File: config.mk
export PLATFORM = sky130hd
export DESIGN_NAME = div_unit
export DESIGN_NICKNAME = d
export VERILOG_FILES = /design/src/rtl/div_unit_pkg.sv /design/src/rtl/div_unit_step.sv /design/src/rtl/div_unit.sv
export SDC_FILE = /design/constraint.sdc
export NUM_CORES = 1
export LEC_CHECK = 0
export ABC_AREA = 1
export BUFFER_PORTS_ARGS = -buffer_cell sky130_fd_sc_hd__buf_2
export CAP_MARGIN = 25
export CELL_PAD_IN_SITES_DETAIL_PLACEMENT = 0
export CELL_PAD_IN_SITES_GLOBAL_PLACEMENT = 2
export CORE_MARGIN = 3
export CORE_UTILIZATION = 33
export DETAILED_ROUTE_END_ITERATION = 7
export HOLD_SLACK_MARGIN = 0.08
export MAX_ROUTING_LAYER = met4
export PLACE_DENSITY_LB_ADDON = 0.1
export SETUP_SLACK_MARGIN = 0.05
export SYNTH_ARGS = -nofsm -noshare
export SYNTH_HDL_FRONTEND = slang
export SYNTH_SLANG_ARGS = --single-unit
File: constraint.sdc
create_clock -name clock -period 2.4 [get_ports clock]
set_input_delay 0.24 -clock clock [delete_from_list [all_inputs] [get_ports clock]]
set_output_delay 0.24 -clock clock [all_outputs]
set_load 0.1 [all_outputs]
File: src/rtl/div_unit_pkg.sv
// div_unit_pkg: shared definitions for the iterative divider.
//   - div_state_e : FSM state codes (IDLE, RUN, FIX)
//   - DIV_STEPS   : number of restoring steps (one per quotient bit)
//   - DIV_ZERO_QUOT : quotient produced for a zero divisor
//   - mag()       : two's-complement magnitude helper
package div_unit_pkg;

  localparam int DIV_W = 32;
  localparam int DIV_STEPS = 32;
  localparam int CNT_W = 5;
  localparam logic [CNT_W-1:0] DIV_LAST_STEP = CNT_W'(DIV_STEPS - 1);
  localparam logic [DIV_W-1:0] DIV_ZERO_QUOT = 32'hFFFF_FFFF;

  typedef enum logic [1:0] {
    DIV_IDLE = 2'd0,
    DIV_RUN  = 2'd1,
    DIV_FIX  = 2'd2
  } div_state_e;

  // Magnitude of v when neg is set, v unchanged otherwise.
  // 0x80000000 maps to itself, which reads correctly as unsigned 2^31.
  function automatic logic [DIV_W-1:0] mag(input logic [DIV_W-1:0] v, input logic neg);
    return neg ? (~v + 32'd1) : v;
  endfunction

endpackage

File: src/rtl/div_unit_step.sv
// div_unit_step: one combinational restoring-division step.
// Ports:
//   rem      in  33  partial remainder
//   q        in  32  dividend bits still to shift in / quotient bits so far
//   divisor  in  32  divisor magnitude
//   rem_next out 33  partial remainder after this step
//   q_next   out 32  quotient/dividend register after this step
module div_unit_step
  import div_unit_pkg::*;
(
  input  logic [32:0]      rem,
  input  logic [DIV_W-1:0] q,
  input  logic [DIV_W-1:0] divisor,
  output logic [32:0]      rem_next,
  output logic [DIV_W-1:0] q_next
);

  logic [32:0] rem_shift;
  logic [32:0] dvs_ext;
  logic        fits;

  always_comb begin
    // Bring the next dividend bit (MSB of q) into the remainder.
    rem_shift = {rem[31:0], q[31]};
    dvs_ext   = {1'b0, divisor};
    fits      = (rem_shift >= dvs_ext);
    rem_next  = fits ? (rem_shift - dvs_ext) : rem_shift;
    q_next    = {q[30:0], fits};
  end

endmodule

File: src/rtl/div_unit.sv
// div_unit: iterative 32-bit MIPS DIV/DIVU unit (HI = remainder, LO = quotient).
// Ports:
//   clock, reset  sole clock; synchronous active-high reset
//   start         request a divide (accepted only in IDLE, not in a done cycle)
//   is_signed     1 = DIV, 0 = DIVU (sampled with start)
//   dividend      rs value (sampled with start)
//   divisor       rt value (sampled with start)
//   busy          registered; high from acceptance until the result is written
//   done          one-cycle pulse; div_hi/div_lo valid in that cycle
//   div_hi        remainder, held until the next completion
//   div_lo        quotient, held until the next completion
//   dbg_state     current FSM state (div_state_e encoding)
// Handshake: start is a request level sampled on a rising edge only while
// the FSM is IDLE and done is low; there is no back-pressure beyond busy,
// and the result is valid exactly in the cycle done is high.
module div_unit
  import div_unit_pkg::*;
(
  input  logic             clock,
  input  logic             reset,
  input  logic             start,
  input  logic             is_signed,
  input  logic [DIV_W-1:0] dividend,
  input  logic [DIV_W-1:0] divisor,
  output logic             busy,
  output logic             done,
  output logic [DIV_W-1:0] div_hi,
  output logic [DIV_W-1:0] div_lo,
  output logic [1:0]       dbg_state
);

  div_state_e state, next_state;

  logic [CNT_W-1:0] count;
  logic [32:0]      rem;
  logic [DIV_W-1:0] q;
  logic [DIV_W-1:0] dvs_mag;
  logic [DIV_W-1:0] orig_dividend;
  logic             op_signed;
  logic             dvd_neg;
  logic             dvs_neg;
  logic             dvs_zero;

  logic [32:0]      rem_next;
  logic [DIV_W-1:0] q_next;
  logic             accept;
  logic [DIV_W-1:0] quot_fixed;
  logic [DIV_W-1:0] rem_fixed;

  // A start seen while the previous result is still being presented is
  // ignored so that one request cannot collide with the completion cycle.
  assign accept    = (state == DIV_IDLE) && start && !done;
  assign dbg_state = state;

  div_unit_step u_step (
    .rem      (rem),
    .q        (q),
    .divisor  (dvs_mag),
    .rem_next (rem_next),
    .q_next   (q_next)
  );

  always_ff @(posedge clock) begin
    if (reset) state <= DIV_IDLE;
    else       state <= next_state;
  end

  always_comb begin
    next_state = state;
    case (state)
      DIV_IDLE: if (accept) next_state = DIV_RUN;
      DIV_RUN:  if (count == DIV_LAST_STEP) next_state = DIV_FIX;
      DIV_FIX:  next_state = DIV_IDLE;
      default:  next_state = DIV_IDLE;
    endcase
  end

  // Truncating-division sign fixup: quotient negative when signs differ,
  // remainder follows the dividend. Zero divisor overrides both.
  always_comb begin
    quot_fixed = (op_signed && (dvd_neg ^ dvs_neg)) ? (32'd0 - q) : q;
    rem_fixed  = (op_signed && dvd_neg) ? (32'd0 - rem[31:0]) : rem[31:0];
    if (dvs_zero) begin
      quot_fixed = DIV_ZERO_QUOT;
      rem_fixed  = orig_dividend;
    end
  end

  always_ff @(posedge clock) begin
    if (reset) begin
      count         <= '0;
      rem           <= '0;
      q             <= '0;
      dvs_mag       <= '0;
      orig_dividend <= '0;
      op_signed     <= 1'b0;
      dvd_neg       <= 1'b0;
      dvs_neg       <= 1'b0;
      dvs_zero      <= 1'b0;
      busy          <= 1'b0;
      done          <= 1'b0;
      div_hi        <= '0;
      div_lo        <= '0;
    end else begin
      done <= 1'b0;
      case (state)
        DIV_IDLE: begin
          if (accept) begin
            op_signed     <= is_signed;
            dvd_neg       <= is_signed & dividend[31];
            dvs_neg       <= is_signed & divisor[31];
            dvs_zero      <= (divisor == '0);
            orig_dividend <= dividend;
            q             <= mag(dividend, is_signed & dividend[31]);
            dvs_mag       <= mag(divisor, is_signed & divisor[31]);
            rem           <= '0;
            count         <= '0;
            busy          <= 1'b1;
          end
        end
        DIV_RUN: begin
          rem   <= rem_next;
          q     <= q_next;
          count <= count + 1'b1;
        end
        DIV_FIX: begin
          div_hi <= rem_fixed;
          div_lo <= quot_fixed;
          done   <= 1'b1;
          busy   <= 1'b0;
          count  <= '0;
        end
        default: ;
      endcase
    end
  end

endmodule

==> summary.txt, run 1 <==
Setup path
  – Flop-to-flop setup slack: about 0.14 ns
  – Data required, critical path: ~2.8 ns
  – Beginning of the worst register-to-register path: dvs_mag[26]$_SDFFE_PP0P_
  – Largest fanout on the critical path: 16
  – Worst setup path endpoint: rem[31]$_SDFFE_PP0P_
  – Worst endpoint data arrival time: about 2.7 ns
  – Cell class contributing the biggest share of worst-path delay: simple AND/OR/NAND/NOR gates
  – Endpoint kind of the worst setup timing path: flip-flop
  – Maximum single-stage delay on the critical path: slightly below 0.4 ns
  – FF-to-FF End: rem[31]$_SDFFE_PP0P_
  – Worst Setup Path Type: flip-flop to flip-flop
  – Start point of the critical path: dvs_mag[26]$_SDFFE_PP0P_
  – R2R depth: 13
  – Cells along the critical path: inv_2 -> ha_4 -> nand2_2 -> nand2_2 -> a21oi_4 -> nor2_1 -> nor2_1 -> nand2_1 -> nor2_4 -> clkbuf_16 -> nand3_1 -> nand3_1 -> a21oi_1
  – WP buf/inv: 2
  – Slowest cell on the critical path: dfxtp_4
  – Total stage count of the critical path: 13
  – Critical path startpoint category: flip-flop

Placed design
  – Routability cong.: about 0.91
  – Half-perimeter wire length after placement: 43,600 um
  – Count of input and output buffers: about 140
  – Placed Instance Area: 16,100 um2
  – Number of placed instances, taps included: a little over 3,000

Timing
  – Post-route minimum period: 2.26 ns
  – Headroom to the max-slew limit: 47.6%
  – Achievable frequency: ~0.44 GHz
  – Unrepaired setup endpoints after global routing: yes
  – Tcrit/Tclk final: a little over nine tenths
  – Final hold violation count: 0
  – Setup Skew: about 0.027 ns
  – Final setup violation count: 0
  – Min Hold Slack: roughly 0.094 ns
  – Final number of max-transition violations: 0
  – Worst Tran Pin Value: 0.778 ns

Synth
  – Area contributors post-synth: dfxtp_1, nand2_1, inv_1
  – Most common library cells after synthesis: nand2_1, inv_1, nor2_1
  – Post-synthesis async set-or-reset flop share: 0%
  – Yosys warns: 0
  – Synthesized area per cell: approximately 6.2 um2
  – Area leader, netlist: dfxtp_1
  – Post-synth net total: roughly 2,400
  – Post-synth cell types: 53
  – Mapped Area: 14,400 um2
  – Post-synthesis cell count: 2,341
  – Cell with the most instances after synthesis: nand2_1
  – EDFF count, synth: 0
  – Primary flip-flop cell chosen by synthesis mapping: dfxtp_1
  – Portion of the post-synthesis area used by sequential elements: 28.5%
  – Synth Register Bits: 205
  – Fraction of synthesized cell area taken by the top area cell type: 28.5%

Power
  – Power spent charging and discharging nets: ~0.014 W
  – Worst-case vdd ir drop: 1.18 mV
  – Proportion of power drawn by flip-flops and latches: about 16%
  – Clock power frac: 15.2%
  – Total power per unit cell area: roughly 1500 nW/um2
  – Combinational fraction of design power: 68.8%
  – Fraction of power spent switching nets: between 40% and 50%
  – Static leakage power: just under 9 nW
  – Cell internal pwr: about 0.014 W

Worst hold path
  – Classification of the worst-slack hold path: input port to flip-flop
  – Launch instance of the worst min-delay path: divisor[12]

Route
  – Drt first pass iters: 5
  – DRC violations left: 0
  – Avg Vias per Cell: 4.96
  – Total number of vias: between 15,000 and 20,000
  – Starting DRT DRC Count: ~1,000
  – Final routed wirelength across all metal layers: 57,300 um
  – Routed wire per std cell: 18.3 um
  – Remaining number of nets flagged by the antenna check after routing: 0

Die
  – Effective utilization at floorplan: roughly a third
  – Height of the chip: roughly 210 um
  – Number of primary I/O pins: between 100 and 150
  – Full die area: 46,200 um2
  – Total number of placement rows: 75
  – Overall die width: 215 um
  – Core Footprint: 42,500 um2

Final layout
  – Post-synthesis to final-layout area growth: 25.5%
  – Area used by sequential logic in the layout: 4130 um2
  – Non-filler instance count after layout: 3,140
  – Multi-input combinational cell area: between 8000 and 9000 um2
  – Total of fill cells in the finished design: 4,651
  – Area of all placed cells without fillers: 18,100 um2
  – Fin nets: approximately 2,700
  – Utilization after layout: between 40 and 50%
  – Fraction of layout instances using a drive strength above 1: ~17%

Clocking
  – Clock tree from TritonCTS: yes
  – CTS HTree Levels: 1
  – TritonCTS Buffers: 27
  – Post-CTS clock slew at the launch and capture registers of the worst setup and hold paths: 0.06 ns
  – Clock insertion delay at the later pin of the skew report: between 0.5 and 0.6 ns
  – Total number of clock tree sinks: 205
  – Root Buffer: clkbuf_16
  – Clock buffer depth: 3

Status
  – Run status: complete, no violations

GRT
  – Number of global-route vias before repair: 14,800
  – Largest net degree at the start of global routing: between 80 and 90
  – Total global routing overflow: 0
  – Total routing usage reported by global routing: 24.7%
  – Initial antenna violation count: 1
  – First-pass GRT wire length: about 88,000 um

Job
  – Maxcap violations: 0
==> tightest hold or removal path, cell delays in order <==
cell and delay, ns:
buf_2 0.11, xor2_1 0.08, o21ai_0 0.14, inv_1 0.04
==> what timing repair did <==
action	in CTS	in global routing
buffers inserted	0	3
pin swaps	0	17
hold endpoints to repair	48	0
setup endpoints to repair	32	44
gates resized for setup	10	115
hold buffers	44	0
cloned	0	3
==> registers in the layout, summed over array words and instances (netlist names) <==
signal         flops
busy               1
dvs_mag           32
dbg_state          2
dvs_zero           1
done               1
dvs_neg            1
rem               32
q                 32
dvd_neg            1
op_signed          1
div_hi            32
div_lo            32
orig_dividend     32
count              5
==> how the worst min path moves through the flow <==
stage	to	slack [ns]	depth (start not counted)
floorplan	dvs_mag[24]$_SDFFE_PP0P_	0.38	2
global placement	orig_dividend[22]$_SDFFE_PP0P_	0.44	2
detailed placement	orig_dividend[31]$_SDFFE_PP0P_	0.45	2
CTS	dvs_mag[12]$_SDFFE_PP0P_	0.08	4
global route	orig_dividend[27]$_SDFFE_PP0P_	0.09	3
finish	dvs_mag[12]$_SDFFE_PP0P_	0.09	4
==> final cells by class <==
class                      count  share of cell area, %
clock inverter                 9                  0.706
clock buffer                  37                   4.33
sequential                   205                   22.8
inverter                     363                   7.54
multi-input combinational   1678                   49.7
antenna                        1                 0.0138
tap                          577                   3.99
timing repair buffer         270                   10.9
==> power by group through the flow <==
stage / Sequential (W) / Combinational, W / Clock, W
floorplan: 0.00426 / 0.0123 / 0
CTS: 0.00433 / 0.0176 / 0.00435
global route: 0.00449 / 0.0213 / 0.00446
global placement: 0.00440 / 0.0174 / 0
detailed placement: 0.00440 / 0.0174 / 0
finish: 0.00445 / 0.0192 / 0.00422
==> per-stage QoR <==
step / setup slack [ns] / setup TNS (ns) / total power, W
finish: 0.136 / 0 / 0.0278
global route: 0.0198 / 0 / 0.0302
CTS: 0.0500 / 0 / 0.0263
detailed placement: -0.0483 / -0.802 / 0.0218
global placement: -0.0516 / -0.986 / 0.0218
floorplan: 0.151 / 0 / 0.0165
==> metal layers <==
layer  GRT usage, %  vias to the layer above  routed length, um
met5              -                        -                  0
met4           5.12                        0               1130
met2           38.5                      354              25800
li1               -                     7939                  -
met3           2.87                       58               2360
met1           34.5                     7210              28000
==> cells in the final DEF, fill, tap and decap left out, types with 12 or more instances in the layout <==
cell and count:
a211oi_1 15, a21oi_1 158, a22oi_1 21, a31oi_1 15, buf_2 134, buf_4 79, clkbuf_16 29, dfxtp_1 190
dfxtp_2 12, dlygate4sd3_1 44, ha_4 28, inv_1 340, inv_2 20, nand2_1 603, nand2_2 28, nand3_1 167
nand3_2 22, nand4_1 25, nor2_1 229, nor2_2 17, nor3_1 32, o211ai_1 18, o21ai_0 116, o221ai_1 23
xnor2_1 22, xor2_1 46
==> cells by family after synthesis <==
logic type | count (synthesis) | share of synthesized area, %
adder cells (fa/ha/maj) | 39 | 3.44
AND/OR/NAND/NOR | 1175 | 35.1
AO/OA/AOI/OAI | 395 | 15.8
buffers and inverters | 459 | 13.1
XOR/XNOR | 68 | 4.13
flip-flops | 205 | 28.5
Note: power is estimated with default switching activity, not from simulation.
==> run 2, diff against run 1 <==
--- a/config.mk
+++ b/config.mk
@@ -15,7 +15,7 @@
 export DETAILED_ROUTE_END_ITERATION = 7
 export HOLD_SLACK_MARGIN = 0.08
 export MAX_ROUTING_LAYER = met4
-export PLACE_DENSITY_LB_ADDON = 0.1
+export PLACE_DENSITY_LB_ADDON = 0.12
 export SETUP_SLACK_MARGIN = 0.05
 export SYNTH_ARGS = -nofsm -noshare
 export SYNTH_HDL_FRONTEND = slang
==> run 2 against run 1 <==
Effect of this change: non-clock buffer count rose by 14; sequential power fell by 1%; worst hold slack improved by 0.013 ns; critical path type unchanged.
==> summary.txt, run 2 (synthesis gave the netlist of run 1 again) <==
Status
  – Run status: complete, no violations (unchanged)

GRT
  – Initial antenna violation count: 1 (unchanged)
  – Largest net degree at the start of global routing: 124 (was 82)
  – Total global routing overflow: 0 (unchanged)
  – Total routing usage reported by global routing: 24.5% (was 24.7%)
  – Number of global-route vias before repair: 14,600 (was 14,800)
  – First-pass GRT wire length: 86,800 um (was 87,600 um)

Placed design
  – Half-perimeter wire length after placement: 44,000 um (was 43,600 um)
  – Number of placed instances, taps included: 3,051 (was 3,043)
  – Count of input and output buffers: 135 (unchanged)
  – Routability cong.: 0.927 (was 0.908)
  – Placed Instance Area: 16,100 um2 (about the same)

Power
  – Worst-case vdd ir drop: 1.18 mV (about the same)
  – Total power per unit cell area: 1520 nW/um2 (was 1540 nW/um2)
  – Power spent charging and discharging nets: 0.0137 W (was 0.0139 W)
  – Static leakage power: 8.96 nW (was 8.85 nW)
  – Combinational fraction of design power: 66.6% (was 68.8%)
  – Cell internal pwr: 0.0141 W (was 0.0139 W)
  – Proportion of power drawn by flip-flops and latches: 15.8% (was 16.0%)
  – Clock power frac: 17.6% (was 15.2%)
  – Fraction of power spent switching nets: 49.4% (was 50.0%)

Timing
  – Worst Tran Pin Value: 0.774 ns (was 0.778 ns)
  – Achievable frequency: 0.452 GHz (was 0.442 GHz)
  – Final hold violation count: 0 (unchanged)
  – Headroom to the max-slew limit: 47.9% (was 47.6%)
  – Final setup violation count: 0 (unchanged)
  – Final number of max-transition violations: 0 (unchanged)
  – Tcrit/Tclk final: 92.2% (was 94.3%)
  – Setup Skew: 0.0181 ns (was 0.0270 ns)
  – Unrepaired setup endpoints after global routing: yes (unchanged)
  – Post-route minimum period: 2.21 ns (was 2.26 ns)

Clocking
  – Root Buffer: clkbuf_16 (unchanged)
  – TritonCTS Buffers: 27 (unchanged)
  – Total number of clock tree sinks: 205 (unchanged)
  – Post-CTS clock slew at the launch and capture registers of the worst setup and hold paths: 0.06 ns (about the same)
  – CTS HTree Levels: 1 (unchanged)
  – Clock buffer depth: 3 (unchanged)
  – Clock tree from TritonCTS: yes (unchanged)
  – Clock insertion delay at the later pin of the skew report: 0.57 ns (was 0.56 ns)

Die
  – Number of primary I/O pins: 136 (unchanged)
  – Effective utilization at floorplan: 33.9% (unchanged)
  – Height of the chip: 215 um (unchanged)
  – Total number of placement rows: 75 (unchanged)
  – Full die area: 46,200 um2 (unchanged)
  – Overall die width: 215 um (unchanged)
  – Core Footprint: 42,500 um2 (unchanged)

Final layout
  – Most frequent standard cell in the layout excluding fill and tap cells: nand2_1 (unchanged)
  – Non-filler instance count after layout: 3,156 (was 3,140)
  – Area of all placed cells without fillers: 18,200 um2 (was 18,100 um2)
  – Fin nets: 2,665 (was 2,652)
  – Total of fill cells in the finished design: 4,663 (was 4,651)
  – Post-synthesis to final-layout area growth: 26.5% (was 25.5%)
  – Antenna cells: 0 (was 1)
  – Fraction of layout instances using a drive strength above 1: 16.2% (was 17.0%)
  – Leading cell types in the layout, fill and taps excluded: nand2_1, inv_1, nor2_1 (unchanged)

Worst hold path
  – Classification of the worst-slack hold path: input port to flip-flop (unchanged)

Route
  – DRC violations left: 0 (unchanged)
  – Avg Vias per Cell: 4.94 (was 4.96)
  – Remaining number of nets flagged by the antenna check after routing: 0 (unchanged)
  – Routed wire per std cell: 18.1 um (was 18.3 um)
  – Starting DRT DRC Count: 1,103 (was 997)
  – Final routed wirelength across all metal layers: 57,100 um (was 57,300 um)
  – Drt first pass iters: 5 (unchanged)
  – Total number of vias: 15,600 (about the same)

Setup path
  – Worst endpoint data arrival time: 2.63 ns (was 2.67 ns)
  – Critical path startpoint category: flip-flop (unchanged)
  – Endpoint kind of the worst setup timing path: flip-flop (unchanged)
  – Largest fanout on the critical path: 4 (was 16)
  – Data required, critical path: 2.82 ns (was 2.81 ns)
  – Worst Setup Path Type: flip-flop to flip-flop (unchanged)

Job
  – Maxcap violations: 0 (unchanged)
## run 2: cell type report
class	count	area (um2)	share of cell area (%)
clock inverters	20	363	1.99
repair buffers	284	2050	11.2
multi-input cells	1677	8900	48.8
clock buffers	30	717	3.94
flip-flops and latches	205	4110	22.6
well taps	577	722	3.96
inverters	363	1360	7.48
## run 2: routing by layer
layer	routed length (um)	share of wire [%]	up-vias	GRT usage, %
met2	25800	45	334	38.1
met1	27800	49	7244	34.8
li1	-	-	7964	-
met5	0	0	-	-
met3	2530	4.4	54	2.32
met4	962	1.7	0	4.52
## run 2: per-stage QoR
step                setup slack [ns]  setup TNS [ns]  power (W)  hold slack (ns)  util (%)
global route                  0.0234               0     0.0301            0.124      42.9
finish                         0.187               0     0.0278            0.107      42.9
CTS                           0.0491               0     0.0269           0.0832      41.7
floorplan                      0.151               0     0.0165            0.379         -
global placement             -0.0661           -1.10     0.0218            0.441      37.9
detailed placement           -0.0501           -1.00     0.0218            0.449      37.9
## run 2: critical path, cell delays in order (launching register included)
cell and delay [ns]:
dfxtp_1 0.35, inv_1 0.12, ha_4 0.32, nand2_1 0.08, buf_4 0.15, nor2_1 0.17, nand3_1 0.12, nand2_1 0.18
nand2_1 0.12, nand2_1 0.07, nand2_1 0.04, nand2_1 0.14, nand2_1 0.07, nand3_1 0.07, a21oi_1 0.06
## run 2: power by group through the flow
| stage | registers (W) | logic [W] | clock network [W] |
|---|---|---|---|
| after floorplan | 0.00426 | 0.0123 | 0 |
| after global placement | 0.00437 | 0.0174 | 0 |
| after detailed placement | 0.00437 | 0.0174 | 0 |
| after CTS | 0.00430 | 0.0176 | 0.00500 |
| after global routing | 0.00443 | 0.0206 | 0.00513 |
| final | 0.00439 | 0.0185 | 0.00488 |
## run 2: repair_timing
| action | CTS | global route |
|---|---|---|
| buffers inserted | 0 | 3 |
| hold buffers | 52 | 0 |
| hold endpoints to repair | 53 | 0 |
| endpoints found under the setup margin | 33 | 46 |
| resized for setup | 6 | 87 |
| pin swaps | 0 | 6 |
## run 2: path summary, 6_finish.rpt
| path | from | end | slack [ns] | depth (start not counted) |
|---|---|---|---|---|
| worst max-delay path | dvs_mag[6]$_SDFFE_PP0P_ | rem[20]$_SDFFE_PP0P_ | 0.19 | 14 |
| worst min-delay path | dividend[24] | orig_dividend[24]$_SDFFE_PP0P_ | 0.11 | 3 |
| worst max register to register | dvs_mag[6]$_SDFFE_PP0P_ | rem[20]$_SDFFE_PP0P_ | 0.19 | 14 |
| worst min register to register | div_hi[13]$_SDFFE_PP0P_ | div_hi[13]$_SDFFE_PP0P_ | 0.46 | 2 |
==> run 3, diff against run 2 <==
--- a/config.mk
+++ b/config.mk
@@ -13,10 +13,12 @@
 export CORE_MARGIN = 3
 export CORE_UTILIZATION = 33
 export DETAILED_ROUTE_END_ITERATION = 7
+export GPL_TIMING_DRIVEN = 0
 export HOLD_SLACK_MARGIN = 0.08
 export MAX_ROUTING_LAYER = met4
 export PLACE_DENSITY_LB_ADDON = 0.12
 export SETUP_SLACK_MARGIN = 0.05
+export SLEW_MARGIN = 5
 export SYNTH_ARGS = -nofsm -noshare
 export SYNTH_HDL_FRONTEND = slang
 export SYNTH_SLANG_ARGS = --single-unit
==> run 3 against run 2 <==
Effect of this change: clock-buffer cell count fell by 1; non-clock buffer count rose by 11; combinational power about the same; via count increased by 3.1%; routed wire length rose by 12%; sequential power grew 6.8%; critical path depth fell by 6; sequential cell count is the same; sequential share of layout area is 0.44 points higher; final cell count grew 0.13%; first-iteration DRC count grew 17%.
==> summary.txt, run 3 (synthesis gave the netlist of run 1 again) <==
Setup path
  – Beginning of the worst register-to-register path: dbg_state[0]$_SDFFE_PP0P_ (was dvs_mag[6]$_SDFFE_PP0P_)
  – Data required, critical path: 2.81 ns (was 2.82 ns)
  – Endpoint kind of the worst setup timing path: flip-flop (unchanged)
  – Worst endpoint data arrival time: 2.76 ns (was 2.63 ns)
  – Worst Setup Path Type: flip-flop to flip-flop (unchanged)
  – Start point of the critical path: dbg_state[0]$_SDFFE_PP0P_ (was dvs_mag[6]$_SDFFE_PP0P_)
  – Largest fanout on the critical path: 10 (was 4)
  – Critical path startpoint category: flip-flop (unchanged)

Route
  – Final routed wirelength across all metal layers: 64,000 um (was 57,100 um)
  – Max Used Layer: met4 (unchanged)
  – Remaining number of nets flagged by the antenna check after routing: 0 (unchanged)
  – Drt first pass iters: 5 (unchanged)
  – Routed wire per std cell: 20.2 um (was 18.1 um)
  – Avg Vias per Cell: 5.09 (was 4.94)
  – Routed length on met1: 30,200 um (was 27,800 um)
  – Starting DRT DRC Count: 1,286 (was 1,103)
  – Met2 Wirelength: 29,200 um (was 25,800 um)
  – Total number of vias: 16,100 (was 15,600)
  – DRC violations left: 0 (unchanged)
  – Wire length on met3: 3320 um (was 2530 um)

Power
  – Static leakage power: 8.70 nW (was 8.96 nW)
  – Power Total: 0.0276 W (was 0.0278 W)
  – Worst-case vdd ir drop: 0.947 mV (was 1.18 mV)
  – Total power per unit cell area: 1530 nW/um2 (was 1520 nW/um2)

Die
  – Number of primary I/O pins: 136 (unchanged)
  – Height of the chip: 215 um (unchanged)
  – Full die area: 46,200 um2 (unchanged)
  – Effective utilization at floorplan: 33.9% (unchanged)
  – Total number of placement rows: 75 (unchanged)
  – Core Footprint: 42,500 um2 (unchanged)
  – Overall die width: 215 um (unchanged)

Clocking
  – Total number of clock tree sinks: 205 (unchanged)
  – TritonCTS Buffers: 26 (was 27)
  – Post-CTS clock slew at the launch and capture registers of the worst setup and hold paths: 0.06 ns (about the same)
  – Clock insertion delay at the later pin of the skew report: 0.56 ns (was 0.57 ns)
  – Root Buffer: clkbuf_16 (unchanged)
  – Clock tree from TritonCTS: yes (unchanged)
  – Clock buffer depth: 3 (unchanged)
  – CTS HTree Levels: 1 (unchanged)

Final layout
  – Fraction of layout instances using a drive strength above 1: 16.4% (was 16.2%)
  – Post-synthesis to final-layout area growth: 25.0% (was 26.5%)
  – Leading cell types in the layout, fill and taps excluded: nand2_1, inv_1, nor2_1 (unchanged)
  – Antenna cells: 0 (unchanged)
  – Total of fill cells in the finished design: 4,700 (was 4,663)
  – Area of all placed cells without fillers: 18,000 um2 (was 18,200 um2)
  – Most frequent standard cell in the layout excluding fill and tap cells: nand2_1 (unchanged)
  – Fin nets: 2,675 (was 2,665)

Timing
  – Worst Tran Pin Value: 0.906 ns (was 0.774 ns)
  – Min Hold Slack: 0.0969 ns (was 0.107 ns)
  – Tcrit/Tclk final: 97.9% (was 92.2%)
  – Final hold violation count: 0 (unchanged)
  – Unrepaired setup endpoints after global routing: yes (unchanged)
  – Post-route minimum period: 2.35 ns (was 2.21 ns)
  – Headroom to the max-slew limit: 39.6% (was 47.9%)
  – Achievable frequency: 0.425 GHz (was 0.452 GHz)
  – Final number of max-transition violations: 0 (unchanged)
  – Final setup violation count: 0 (unchanged)
  – Setup Skew: 0.0146 ns (was 0.0181 ns)

Status
  – Run status: complete, no violations (unchanged)

Worst hold path
  – Classification of the worst-slack hold path: input port to flip-flop (unchanged)
  – Launch instance of the worst min-delay path: divisor[16] (was dividend[24])

GRT
  – Initial antenna violation count: 1 (unchanged)
  – Total global routing overflow: 0 (unchanged)
  – Total routing usage reported by global routing: 27.5% (was 24.5%)
  – Largest net degree at the start of global routing: 14 (was 124)
  – Number of global-route vias before repair: 15,300 (was 14,600)
  – First-pass GRT wire length: 95,000 um (was 86,800 um)

Placed design
  – Count of input and output buffers: 134 (was 135)
  – Placed Instance Area: 15,800 um2 (was 16,100 um2)
  – Half-perimeter wire length after placement: 51,200 um (was 44,000 um)
  – Routability cong.: 0.954 (was 0.927)

Job
  – Maxcap violations: 0 (unchanged)
[run 3: layout make-up]
cell class,count,area (um2),area share [%]
multi-input combinational,1677,9040,50.2
clock buffer,29,662,3.67
clock inverter,14,248,1.38
buffer,96,546,3.03
tap,577,722,4.01
inverter,363,1370,7.58
timing repair buffer,199,1290,7.15
sequential,205,4140,23.0
[run 3: worst max-delay path, stage by stage, from the launching register on]
cell and delay (ns):
dfxtp_1 0.45, inv_1 0.10, nor2_2 0.44, nor2_1 0.15, buf_2 0.26, a22oi_1 0.34
o21ai_0 0.16, nor2_1 0.24, nor2_1 0.07
[run 3: report_power, final]
group / switching [W] / internal (W) / total, W
Clock: 0.00164 / 0.00263 / 0.00427
Combinational: 0.0114 / 0.00728 / 0.0187
Sequential: 0.000819 / 0.00387 / 0.00469
[run 3: final timing paths]
kind	depth (start not counted)	endpoint	slack, ns
max	8	q[27]$_SDFFE_PP0P_	0.05
min	4	dvs_mag[16]$_SDFFE_PP0P_	0.1
max reg2reg	8	q[27]$_SDFFE_PP0P_	0.05
min reg2reg	2	orig_dividend[29]$_SDFFE_PP0P_	0.45
[run 3: timing repair]
action,4_1_cts,5_1_grt
gates cloned,0,1
gates resized for setup,39,137
setup endpoints to repair,74,65
pin swaps,4,20
setup buffers,5,17
endpoints found under the hold margin,45,0
hold buffers,42,0
[run 3: through the flow]
step / util (%) / worst slack, ns / TNS [ns] / instances
2_1_floorplan: - / 0.151 / 0 / 2341
3_5_place_dp: 37.2 / -0.229 / -5.92 / 3052
4_1_cts: 40.9 / 0.0513 / 0 / 3142
3_3_place_gp: 37.2 / -0.311 / -7.71 / 3052
5_1_grt: 42.4 / 0.0130 / 0 / 3160
6_report: 42.4 / 0.0494 / 0 / 3160
[run 3: metal layers]
metal | vias up | global-route usage [%]
met1 | 7593 | 37.9
met2 | 449 | 44.0
met3 | 63 | 2.64
met4 | 0 | 5.54
li1 | 7971 | -
met5 | - | -
